File: config.mk
export PLATFORM = sky130hd
export DESIGN_NAME = instruction_fetch_unit_flat
export DESIGN_NICKNAME = d
export VERILOG_FILES = /design/src/rtl/instruction_fetch_unit_pkg.sv /design/src/rtl/instruction_fetch_unit_if.sv /design/src/rtl/instruction_fetch_unit_fifo.sv /design/src/rtl/instruction_fetch_unit.sv /design/src/flat_wrapper.sv
export SDC_FILE = /design/constraint.sdc
export NUM_CORES = 1
export LEC_CHECK = 0
export CAP_MARGIN = 20
export CORE_ASPECT_RATIO = 2
export CORE_UTILIZATION = 37
export DETAILED_ROUTE_END_ITERATION = 6
export HOLD_SLACK_MARGIN = 0.03
export PLACE_DENSITY_LB_ADDON = 0.2
export SYNTH_ARGS = -nofsm -noshare
export SYNTH_HDL_FRONTEND = slang
export SYNTH_SLANG_ARGS = --single-unit
File: constraint.sdc
create_clock -name clock -period 6 [get_ports clock]
set_clock_uncertainty 0.1 [all_clocks]
set_input_delay 1.2 -clock clock [delete_from_list [all_inputs] [get_ports clock]]
set_output_delay 1.2 -clock clock [all_outputs]
set_load 0.02 [all_outputs]
File: src/rtl/instruction_fetch_unit_pkg.sv
// Shared types for the instruction fetch front end.
// Default widths, reset PC, fetch FSM states and buffer entry.
package fetch_pkg;

  localparam int FETCH_ADDR_W  = 64;
  localparam int FETCH_INSTR_W = 32;
  localparam logic [FETCH_ADDR_W-1:0] FETCH_RESET_PC = '0;

  typedef enum logic [1:0] {
    IDLE,
    REQ,
    DISCARD
  } fetch_state_e;

  typedef struct packed {
    logic [FETCH_INSTR_W-1:0] word;
    logic [FETCH_ADDR_W-1:0]  pc;
  } fetch_entry_t;

endpackage

File: src/rtl/instruction_fetch_unit_if.sv
// Memory-side req/ack bus and decode-side valid/ready bus
// of the instruction fetch unit.
interface fetch_mem_if
  import fetch_pkg::*;
#(
  parameter int AW = FETCH_ADDR_W,
  parameter int DW = FETCH_INSTR_W
);
  logic          memReq;
  logic [AW-1:0] memAddr;
  logic          memAck;
  logic [DW-1:0] memData;

  modport master (
    output memReq, memAddr,
    input  memAck, memData
  );
  modport slave (
    input  memReq, memAddr,
    output memAck, memData
  );
endinterface

interface fetch_dec_if
  import fetch_pkg::*;
#(
  parameter int AW = FETCH_ADDR_W,
  parameter int DW = FETCH_INSTR_W
);
  logic          instrValid;
  logic          instrReady;
  logic [DW-1:0] instruction;
  logic [AW-1:0] PC;
  logic [AW-1:0] PC4;

  modport master (
    output instrValid, instruction, PC, PC4,
    input  instrReady
  );
  modport slave (
    input  instrValid, instruction, PC, PC4,
    output instrReady
  );
endinterface

File: src/rtl/instruction_fetch_unit_fifo.sv
// Fetch buffer: power-of-2 synchronous FIFO with flush,
// occupancy count and combinational head read.
module fetch_fifo
  import fetch_pkg::*;
#(
  parameter int  DEPTH = 2,
  parameter type T     = fetch_entry_t,
  localparam int AW    = $clog2(DEPTH),
  localparam int CW    = AW + 1
) (
  input  logic          clk,
  input  logic          rst_n,
  input  logic          flush_i,
  input  logic          push_i,
  input  T              data_i,
  input  logic          pop_i,
  output T              head_o,
  output logic [CW-1:0] count_o
);

  T              mem_q [DEPTH];
  logic [AW-1:0] wr_q;
  logic [AW-1:0] rd_q;
  logic [CW-1:0] cnt_q;

  always_ff @(posedge clk) begin
    if (push_i && !flush_i) mem_q[wr_q] <= data_i;
  end

  always_ff @(posedge clk or negedge rst_n) begin
    if (!rst_n) begin
      wr_q  <= '0;
      rd_q  <= '0;
      cnt_q <= '0;
    end else if (flush_i) begin
      wr_q  <= '0;
      rd_q  <= '0;
      cnt_q <= '0;
    end else begin
      if (push_i) wr_q <= wr_q + AW'(1);
      if (pop_i)  rd_q <= rd_q + AW'(1);
      cnt_q <= cnt_q + CW'(push_i) - CW'(pop_i);
    end
  end

  assign head_o  = mem_q[rd_q];
  assign count_o = cnt_q;

endmodule

File: src/rtl/instruction_fetch_unit.sv
// Fetch PC, single-outstanding memory FSM and decode buffer.
// FETCH_ALIGN_CHECK_EN: misaligned redirects fault and halt issue.
module instruction_fetch_unit
  import fetch_pkg::*;
#(
  parameter logic [63:0] RESET_PC    = FETCH_RESET_PC,
  parameter int          FIFO_DEPTH  = 2,
  parameter int          ADDR_WIDTH  = FETCH_ADDR_W,
  parameter int          INSTR_WIDTH = FETCH_INSTR_W
) (
  input  logic                  clock,
  input  logic                  reset,
  fetch_mem_if.master           mem,
  fetch_dec_if.master           dec,
  input  logic                  redirect,
  input  logic [ADDR_WIDTH-1:0] PCin,
  output logic                  alignFault
);

  localparam int CW = $clog2(FIFO_DEPTH) + 1;

  typedef struct packed {
    logic [INSTR_WIDTH-1:0] word;
    logic [ADDR_WIDTH-1:0]  pc;
  } entry_t;

  fetch_state_e          state_q, state_d;
  logic [ADDR_WIDTH-1:0] fetch_pc_q, fetch_pc_d;
  logic [CW-1:0]         cnt;
  logic [CW-1:0]         cnt_after;
  logic                  push, pop, valid, halt;
  entry_t                head, wdata;

`ifdef FETCH_ALIGN_CHECK_EN
  logic fault_q, fault_d;
  assign fault_d = fault_q |
    (redirect && (PCin[1:0] != 2'b00));
  always_ff @(posedge clock or negedge reset) begin
    if (!reset) fault_q <= 1'b0;
    else        fault_q <= fault_d;
  end
  assign halt       = fault_d;
  assign alignFault = fault_q;
`else
  assign halt       = 1'b0;
  assign alignFault = 1'b0;
`endif

  always_ff @(posedge clock or negedge reset) begin
    if (!reset) begin
      state_q    <= IDLE;
      fetch_pc_q <= ADDR_WIDTH'(RESET_PC);
    end else begin
      state_q    <= state_d;
      fetch_pc_q <= fetch_pc_d;
    end
  end

  // Occupancy once this cycle's ack is pushed and head popped
  assign cnt_after = cnt + CW'(1) - CW'(pop);

  always_comb begin
    state_d = state_q;
    unique case (state_q)
      IDLE: begin
        if (!halt && (redirect ||
            cnt < CW'(FIFO_DEPTH)))
          state_d = REQ;
      end
      REQ: begin
        if (redirect) begin
          if (!mem.memAck)  state_d = DISCARD;
          else if (halt)    state_d = IDLE;
        end else if (mem.memAck) begin
          if (cnt_after >= CW'(FIFO_DEPTH))
            state_d = IDLE;
        end
      end
      DISCARD: begin
        if (mem.memAck)
          state_d = halt ? IDLE : REQ;
      end
      default: state_d = IDLE;
    endcase
  end

  always_comb begin
    mem.memReq  = (state_q == REQ);
    mem.memAddr = mem.memReq ? fetch_pc_q : '0;
    push        = mem.memReq && mem.memAck &&
                  !redirect;
    pop         = valid && dec.instrReady;
  end

  always_comb begin
    fetch_pc_d = fetch_pc_q;
    if (redirect)
      fetch_pc_d = PCin & ~ADDR_WIDTH'(3);
    else if (push)
      fetch_pc_d = fetch_pc_q + ADDR_WIDTH'(4);
  end

  assign wdata.word = mem.memData;
  assign wdata.pc   = fetch_pc_q;

  fetch_fifo #(
    .DEPTH (FIFO_DEPTH),
    .T     (entry_t)
  ) u_fifo (
    .clk     (clock),
    .rst_n   (reset),
    .flush_i (redirect),
    .push_i  (push),
    .data_i  (wdata),
    .pop_i   (pop),
    .head_o  (head),
    .count_o (cnt)
  );

  assign valid           = (cnt != '0);
  assign dec.instrValid  = valid;
  assign dec.instruction = valid ? head.word : '0;
  assign dec.PC          = valid ? head.pc : '0;
  assign dec.PC4         = valid ?
    head.pc + ADDR_WIDTH'(4) : '0;

endmodule

File: src/flat_wrapper.sv
// flat-port wrapper written by rule: the top's interface ports become plain ports
module instruction_fetch_unit_flat import fetch_pkg::*;
#(
  parameter logic [63:0] RESET_PC    = FETCH_RESET_PC,
  parameter int          FIFO_DEPTH  = 2,
  parameter int          ADDR_WIDTH  = FETCH_ADDR_W,
  parameter int          INSTR_WIDTH = FETCH_INSTR_W
)
  (clock, reset, redirect, PCin, alignFault, mem_memReq, mem_memAddr, mem_memAck, mem_memData, dec_instrValid, dec_instruction, dec_PC, dec_PC4, dec_instrReady);
  fetch_mem_if mem_i ();
  fetch_dec_if dec_i ();
  input  logic clock;
  input  logic reset;
  input  logic redirect;
  input  logic [ADDR_WIDTH-1:0] PCin;
  output logic alignFault;
  output wire logic [$bits(mem_i.memReq)-1:0] mem_memReq;
  output wire logic [$bits(mem_i.memAddr)-1:0] mem_memAddr;
  input wire logic [$bits(mem_i.memAck)-1:0] mem_memAck;
  input wire logic [$bits(mem_i.memData)-1:0] mem_memData;
  output wire logic [$bits(dec_i.instrValid)-1:0] dec_instrValid;
  output wire logic [$bits(dec_i.instruction)-1:0] dec_instruction;
  output wire logic [$bits(dec_i.PC)-1:0] dec_PC;
  output wire logic [$bits(dec_i.PC4)-1:0] dec_PC4;
  input wire logic [$bits(dec_i.instrReady)-1:0] dec_instrReady;
  assign mem_memReq = mem_i.memReq;
  assign mem_memAddr = mem_i.memAddr;
  assign mem_i.memAck = mem_memAck;
  assign mem_i.memData = mem_memData;
  assign dec_instrValid = dec_i.instrValid;
  assign dec_instruction = dec_i.instruction;
  assign dec_PC = dec_i.PC;
  assign dec_PC4 = dec_i.PC4;
  assign dec_i.instrReady = dec_instrReady;
  instruction_fetch_unit #(.RESET_PC(RESET_PC), .FIFO_DEPTH(FIFO_DEPTH), .ADDR_WIDTH(ADDR_WIDTH), .INSTR_WIDTH(INSTR_WIDTH)) u_core (.clock(clock), .reset(reset), .mem(mem_i), .dec(dec_i), .redirect(redirect), .PCin(PCin), .alignFault(alignFault));
endmodule
Word-level counts from Yosys, hierarchy flattened
Memories as Yosys holds them, arrays and structs flattened.
Index checks and enable logic that the tools add are counted.
{ "op_classes": {"add_sub_neg": 8, "magnitude_cmp": 2, "eq_ne": 7, "muxes": 20, "reduce_logical": 11} }
{ "ops": {"columns": ["cell", "n"], "rows": [
  ["64-bit two-way mux", 5],
  ["64-bit by 3-bit adder with 64-bit output, second input constant", 2],
  ["32-bit two-way mux", 1],
  ["2-bit two-way mux", 7],
  ["1-bit two-way mux", 6],
  ["3-bit by 2-bit != test with 1-bit output, second input constant", 2],
  ["2-bit one-hot mux with 3 select lines", 1],
  ["2-bit nonzero test", 3],
  ["5-bit AND reduction", 1],
  ["1-bit logical AND", 4],
  ["2-bit by 1-bit subtractor with 2-bit output", 2],
  ["3-bit != test, second input constant", 1],
  ["1-bit adder, second input constant", 2],
  ["2-bit by 1-bit adder with 2-bit output", 1],
  ["2-bit by 1-bit adder with 2-bit output, second input constant", 1],
  ["2-bit by 1-bit == test with 1-bit output, second input constant", 1],
  ["2-bit == test, second input constant", 1],
  ["2-bit >= comparator, second input constant", 1],
  ["2-bit logical NOT", 1],
  ["2-bit less-than comparator, second input constant", 1],
  ["2-bit by 1-bit != test with 1-bit output, second input constant", 1],
  ["2-bit != test, second input constant", 1],
  ["1-bit logical NOT", 1],
  ["1-bit logical OR", 1]
]} }
{ "totals": {"register_bits": 70, "ramBits": 192, "input_bits": 101, "output_inout_bits": 227, "word_cells": 54, "n_memories": 1} }
{ "mem_list": {"columns": ["name", "words", "word_bits", "rd", "rd_ports_with_merged_regs", "write_ports", "line", "source"], "rows": [
  ["u_core.u_fifo.mem_q", 2, 96, 1, 0, 1, "instruction_fetch_unit_fifo.sv:21", "T mem_q [DEPTH];"]
]} }

Longest topological paths before layout
Gate-level depths: netlist of run 1.
{ "logic_depth": {"word_depth": 8, "ltp_mapped": 13, "depth_no_buf": 8} }

Hierarchy
From an unflattened synthesis of run 1, not the netlist that was laid out.
{ "unflattened": {"cells_unflattened": 1222, "area_unflattened_um2": 13843.3} }
{ "modules_own_cells": {"columns": ["module", "instances", "cells_each", "area_each_um2", "seq_area_each_um2"], "rows": [
  ["fetch_fifo", 1, 316, 7252.0, 5865.6],
  ["instruction_fetch_unit", 1, 906, 6591.3, 1601.5]
]} }

Worst setup path before layout of run 1
Ideal clock, no wire load.
{ "synth_timing": {"kind": "input port to flip-flop", "from": "input redirect", "to": "memory u_core.u_fifo.mem_q[0][10] in the netlist's numbering, enable pin", "setup_ps": 548, "t_arrival_ps": 5575, "slack_ps": -223, "stages": 4, "path_buffers": 1, "path_cell_list": "clkbuf_1 > inv_2 > nand3_1 > nor2_1"} }
{ "synth_via": {"elab_chain_len": 5} }
{ "synth_lines": {"columns": ["item", "line", "source"], "rows": [
  ["from (decl)", "flat_wrapper.sv:14", "input logic redirect;"],
  ["1-bit logical NOT (*)", "instruction_fetch_unit_fifo.sv:27, instruction_fetch_unit.sv:91", null],
  ["1-bit logical AND", "instruction_fetch_unit.sv:90", "push = mem.memReq && mem.memAck &&"],
  ["1-bit logical AND (*)", "instruction_fetch_unit_fifo.sv:27", "if (push_i && !flush_i) mem_q[wr_q] <= data_i;"],
  ["1-bit two-way mux (*)", "instruction_fetch_unit_fifo.sv:27", null],
  ["1-bit two-way mux (implied by the code) (*)", "instruction_fetch_unit_fifo.sv:27", null],
  ["to (decl)", "instruction_fetch_unit_fifo.sv:21", null]
]} }
Every way passes the cells marked *; elsewhere a longest branch is shown, timed or not.

Worst setup path in the final report of run 1
{ "layout_timing": {"from": "register u_core.u_fifo.rd_q", "to": "output dec_PC4[51]"} }
{ "layout_via": {"elab_chain_len": 3} }
{ "layout_lines": {"columns": ["item", "line", "source"], "rows": [
  ["from (decl)", "instruction_fetch_unit_fifo.sv:23", "logic [AW-1:0] rd_q;"],
  ["from (signal assigned)", "instruction_fetch_unit_fifo.sv:41", "if (pop_i) rd_q <= rd_q + AW'(1);"],
  ["memory 2 x 96 bit", null, null],
  ["64-bit by 3-bit adder with 64-bit output", "instruction_fetch_unit.sv:125", "head.pc + ADDR_WIDTH'(4) : '0;"],
  ["64-bit two-way mux", "instruction_fetch_unit.sv:124", "assign dec.PC4 = valid ?"],
  ["to (decl)", "flat_wrapper.sv:24", "output wire logic [$bits(dec_i.PC4)-1:0] dec_PC4;"]
]} }
No other way between the ends.

==> results.txt, run 1 <==
status -> complete, no violations
required time worst endpoint -> 4.70 ns
hold path depth -> 0
switching share of total power -> 0.399
PwrDens -> 437 nW/um^2
EDFF count, synth -> 188
Design Area, Final -> 18500 um^2
htree depth -> 1
Post-Place Setup Slack -> 0.730 ns
HPWL after DPL -> 32.4 mm
worst r2r src -> u_core.state_q[0]$_DFFE_PN0P_
fin crit period -> 5.70 ns
max-slew violation count -> 0
FF-to-FF End -> u_core.u_fifo.mem_q[1][43]$_DFFE_PP_
starting density of the core -> 0.376
hold slack -> 0.458 ns
sequential area share after synthesis -> 0.524
Arrival @ worst endpoint -> 4.40 ns
Tightest Hold Check Type -> reg2reg
cts bufs inserted -> 24
Fillers -> 3364
Initial DRC Count -> 707
die area -> 38700 um^2
clock share of power -> 0.194
CTS root buf -> clkbuf_16
Comb pwr share -> 0.520
Post-Place Cell Area -> 17700 um^2
fraction of synthesis flops using an asynchronous set or reset pin -> 0.266
Synth Instances -> 1323
CP Capture Point -> dec_PC4[51]
clock-pin slew on the worst setup and hold paths -> 0.06 ns
Critical Path Start Type -> flop
Achievable Freq -> 175 MHz
WS Path Type -> reg2out
# setup viols final -> 0
unrepaired setup endpoints after global routing -> no
syn avg cell area -> 10.6 um^2
port buffer count -> 318
GRT Residual Overflow -> 0
most common cell in the synthesized netlist -> edfxtp_1
Synth top area share -> 0.403
Clock Tree Buf Depth -> 3
overall global routing resource usage -> 0.218
Die Span Y -> 277 um
# Post-CTS Setup Buffers -> 0
post-route setup slack -> 0.298 ns
DRC errors left -> 0
sum of negative setup slack -> 0 ns
synth cell count leaders -> edfxtp_1, nor2_1, nand2_1, mux2i_1, and2_1
row cnt -> 100
vias in the first global route -> 11335
DR WL/cell -> 20.4 um
drt pass-1 iters -> 5
sw power -> 3.23 mW
share of cells above drive strength 1 -> 0.0660
largest cells by area after synthesis -> edfxtp_1, dfrtp_1, mux2i_1
WL final -> 42.8 mm
placed cell count -> 2052
Placer Congestion -> 0.870
Final Hold Fails -> 0
worst r2r path cells -> 5
IR drop worst, VDD -> 0.000214 V
pin count of the biggest net entering global routing -> 106
core box area -> 37300 um^2
internal cell power -> 4.86 mW
Critical Path End Type -> primary output
Area Overhead vs Synth -> 32.1%
Final ANT Viol Nets -> 0
Synth Warn # -> 0
dominant synthesized flop cell -> edfxtp_1
routed vias -> 11529
width of the die -> 140 um
vias per cell -> 5.50
area occupied by registers -> 7350 um^2
CP startpoint -> u_core.u_fifo.rd_q$_DFFE_PN0P_
Finished Layout Cells -> 2098
first-pass GRT wire length -> 65.4 mm
later-pin clock latency in the skew report -> 0.53 ns
number of top-level pins -> 328
cell area after synthesis -> 14000 um^2
Synth Register Bits -> 256
fin nets -> 1725
# clock sinks -> 256
part of the cycle the worst path needs -> 0.950
Yosys cell types -> 67
Synth area leader -> edfxtp_1
Max Cap Viol -> 0
CTS tree -> yes
Reg power frac -> 0.286
worst reg2reg setup slack -> 2.69 ns
total leakage power -> 6.13 nW
crit-path max FO -> 48
Slew headroom -> 0.319
worst-margin pin slew -> 1.02 ns
multi-input logic area -> 6280 um^2
antenna violations before repair -> 2
power groups by stage:
stage          combinational, mW  sequential (mW)  clock [mW]
2_1_floorplan               2.42             2.26           0
3_3_place_gp                4.19             2.33           0
5_1_grt                     4.48             2.33        1.68
3_5_place_dp                4.22             2.34           0
6_report                    4.21             2.31        1.57
4_1_cts                     4.23             2.31        1.62
critical path: stages (launching register included):
cell	delay (ns)
dfrtp_4	0.70
buf_12	0.29
buf_4	0.38
nand3_1	0.14
a222oi_1	0.31
buf_4	0.27
nand3_1	0.37
o41ai_1	0.66
clkdlybuf4s50_1	0.71
cell usage in the layout (no fill, tap or decap), types with 54 or more instances in the layout:
cell type / n
edfxtp_1: 188
and2_1: 86
mux2i_1: 88
dfrtp_1: 67
nand3_1: 68
o21ai_0: 54
clkdlybuf4s50_1: 316
nand4_1: 55
nor2_1: 132
nand2_1: 118
sequential cells by signal (all words and copies together), names as in the netlist:
register and flops:
u_core.u_fifo.mem_q 188, u_core.fetch_pc_q 62, u_core.state_q 2, u_core.u_fifo.count_o 2, u_core.u_fifo.rd_q 1, u_core.u_fifo.wr_q 1
routing by layer:
metal,vias to the layer above,wire (um),track usage
met5,-,0,0
met4,0,2630,0.136
met3,118,2000,0.0259
met2,425,21200,0.375
met1,5461,17000,0.259
li1,5525,-,-
worst min path at each step:
| stage | from | end | slack [ns] |
|---|---|---|---|
| 3_5_place_dp | u_core.fetch_pc_q[63]$_DFFE_PN0N_ | u_core.u_fifo.mem_q[1][63]$_DFFE_PP_ | 0.44 |
| 2_1_floorplan | u_core.fetch_pc_q[36]$_DFFE_PN0N_ | u_core.u_fifo.mem_q[0][36]$_DFFE_PP_ | 0.36 |
| 6_report | u_core.fetch_pc_q[63]$_DFFE_PN0N_ | u_core.u_fifo.mem_q[0][63]$_DFFE_PP_ | 0.46 |
| 4_1_cts | u_core.fetch_pc_q[63]$_DFFE_PN0N_ | u_core.u_fifo.mem_q[1][63]$_DFFE_PP_ | 0.46 |
| 3_3_place_gp | u_core.fetch_pc_q[63]$_DFFE_PN0N_ | u_core.u_fifo.mem_q[0][63]$_DFFE_PP_ | 0.42 |
| 5_1_grt | u_core.fetch_pc_q[9]$_DFFE_PN0N_ | u_core.u_fifo.mem_q[0][9]$_DFFE_PP_ | 0.47 |
area by class of cell:
class,instances,area share
diodes,2,0.000270
clock buffers,30,0.0359
clock inverters,13,0.00831
inverters,17,0.00345
multi-input cells,974,0.339
flip-flops and latches,256,0.397
well taps,459,0.0310
repair buffers,347,0.185
cells by family (layout without fill, tap and decap cells):
kind of cell	Yosys count	in the layout	share of synthesized area
and+or+nand+nor	617	617	0.235
DFF	256	256	0.524
AOI/OAI and AO/OA	170	170	0.0823
muxes	111	111	0.0813
buffers and inverters	99	407	0.0332
xor gates and xnor gates	65	65	0.0406
adders and majority gates	4	4	0.00357
other	1	9	0.000268
stage by stage:
stage,util,power (mW)
after floorplan,-,4.68
after global placement,0.473,6.53
after detailed placement,0.473,6.56
after CTS,0.495,8.16
after global routing,0.496,8.50
final,0.496,8.09
what timing repair did:
item                       4_1_cts  5_1_grt
gates resized for setup          0        3
hold buffers                     0        0
setup endpoints to repair        0        2
Note: power is estimated with default switching activity, not from simulation.
==> run 2: changes to the inputs <==
--- a/config.mk
+++ b/config.mk
@@ -7,9 +7,11 @@
 export LEC_CHECK = 0
 export CAP_MARGIN = 20
 export CORE_ASPECT_RATIO = 2
+export CORE_MARGIN = 4
 export CORE_UTILIZATION = 37
 export DETAILED_ROUTE_END_ITERATION = 6
 export HOLD_SLACK_MARGIN = 0.03
+export MAX_ROUTING_LAYER = met4
 export PLACE_DENSITY_LB_ADDON = 0.2
 export SYNTH_ARGS = -nofsm -noshare
 export SYNTH_HDL_FRONTEND = slang
==> results.txt, run 2 (synthesis gave the netlist of run 1 again) <==
pin count of the biggest net entering global routing -> 106
total leakage power -> 6.11 nW
fin crit period -> 5.68 ns
antenna cells -> 0
Area Overhead vs Synth -> 31.9%
part of the cycle the worst path needs -> 0.946
Post-CTS Hold Fix Bufs -> 0
Finished Layout Cells -> 2097
Final Hold Fails -> 0
Top Registers -> u_core.u_fifo.mem_q (188), u_core.fetch_pc_q (62)
Placer Congestion -> 0.905
WL final -> 43.2 mm
CTS tree -> yes
share of cells above drive strength 1 -> 0.0641
drt pass-1 iters -> 6
unrepaired setup endpoints after global routing -> no
Arrival @ worst endpoint -> 4.38 ns
htree depth -> 1
Post-Place Cell Area -> 17700 um^2
number of top-level pins -> 328
Max Cap Viol -> 0
Fillers -> 3400
post-CTS sizing -> 0
Final ANT Viol Nets -> 0
HPWL after DPL -> 32.7 mm
starting density of the core -> 0.376
DR WL/cell -> 20.6 um
worst-margin pin slew -> 0.998 ns
post-route setup slack -> 0.322 ns
overall global routing resource usage -> 0.206
clock-pin slew on the worst setup and hold paths -> 0.07 ns
crit-path max FO -> 45
routed vias -> 11491
Util after Layout -> 0.496
CTS root buf -> clkbuf_16
cts bufs inserted -> 24
commonest non-fill, non-tap cell in the layout -> clkdlybuf4s50_1
row cnt -> 100
Slew headroom -> 0.334
hold slack -> 0.448 ns
DRC errors left -> 0
fin nets -> 1725
required time worst endpoint -> 4.70 ns
antenna violations before repair -> 0
Critical Path Start Type -> flop
Design Area, Final -> 18500 um^2
most frequent cells in the layout -> clkdlybuf4s50_1, edfxtp_1, nor2_1
GRT Residual Overflow -> 0
WS Path Type -> reg2out
Post-Place Setup Slack -> 0.927 ns
status -> complete, no violations
Critical Path End Type -> primary output
first-pass GRT wire length -> 65.6 mm
IR drop worst, VDD -> 0.000252 V
placed cell count -> 2052
vias per cell -> 5.48
die area -> 41300 um^2
max FFs per register -> 188
Tightest Hold Check Type -> reg2reg
vias in the first global route -> 11163
PwrDens -> 435 nW/um^2
# clock sinks -> 256
Initial DRC Count -> 743
Most flops, register -> u_core.u_fifo.mem_q
total chip power -> 8.04 mW
# Post-CTS Setup Buffers -> 0
# setup viols final -> 0
Achievable Freq -> 176 MHz
width of the die -> 146 um
Clock Tree Buf Depth -> 3
Die Span Y -> 283 um
sum of negative setup slack -> 0 ns
later-pin clock latency in the skew report -> 0.53 ns
core box area -> 37300 um^2
max-slew violation count -> 0
port buffer count -> 318
## run 2: worst paths after layout
path                                              startpoint                                    to  slack (ns)  depth (start not counted)
min reg2reg                u_core.fetch_pc_q[12]$_DFFE_PN0N_  u_core.u_fifo.mem_q[1][12]$_DFFE_PP_        0.45                          0
max in group asynchronous                              reset        u_core.u_fifo.rd_q$_DFFE_PN0P_        4.30                          2
max reg2reg                    u_core.state_q[0]$_DFFE_PN0P_  u_core.u_fifo.mem_q[1][59]$_DFFE_PP_        2.79                          5
min                        u_core.fetch_pc_q[12]$_DFFE_PN0N_  u_core.u_fifo.mem_q[1][12]$_DFFE_PP_        0.45                          0
max                           u_core.u_fifo.rd_q$_DFFE_PN0P_                           dec_PC4[36]        0.32                          9
min in group asynchronous                              reset      u_core.fetch_pc_q[4]$_DFFE_PN0N_        0.74                          2
## run 2: final cells by class
type	instances	area, um^2	area share
clock buffer	32	662	0.0358
clock inverter	12	130	0.00704
inverter	17	63.8	0.00345
multi-input combinational	974	6270	0.339
sequential	256	7350	0.398
tap	459	574	0.0311
timing repair buffer	347	3440	0.186
## run 2: layer usage
layer	wire (um)	global-route usage
met1	17000	0.235
met5	0	-
met2	21800	0.353
met3	2150	0.0281
met4	2310	0.104
## run 2: report_power, final
group	switching [mW]	total (mW)	internal (mW)	leakage (nW)
sequential	0.216	2.32	2.11	2.53
combinational	2.35	4.19	1.83	3.21
clock	0.661	1.53	0.869	0.372
## run 2: critical path, cell delays in order, from the launching register on
cell             delay (ns)
dfrtp_4                0.81
mux2_2                 0.29
ha_1                   0.14
inv_1                  0.07
nor4_2                 0.60
nand3_1                0.15
buf_4                  0.23
a2111oi_0              0.54
mux2_2                 0.40
clkdlybuf4s50_1        0.56
==> run 3: changes to the inputs <==
--- a/config.mk
+++ b/config.mk
@@ -10,7 +10,7 @@
 export CORE_MARGIN = 4
 export CORE_UTILIZATION = 37
 export DETAILED_ROUTE_END_ITERATION = 6
-export HOLD_SLACK_MARGIN = 0.03
+export HOLD_SLACK_MARGIN = 0.15
 export MAX_ROUTING_LAYER = met4
 export PLACE_DENSITY_LB_ADDON = 0.2
 export SYNTH_ARGS = -nofsm -noshare
==> results of run 3 <==
Same layout as run 2: the final DEF is identical, and so are final timing and power.
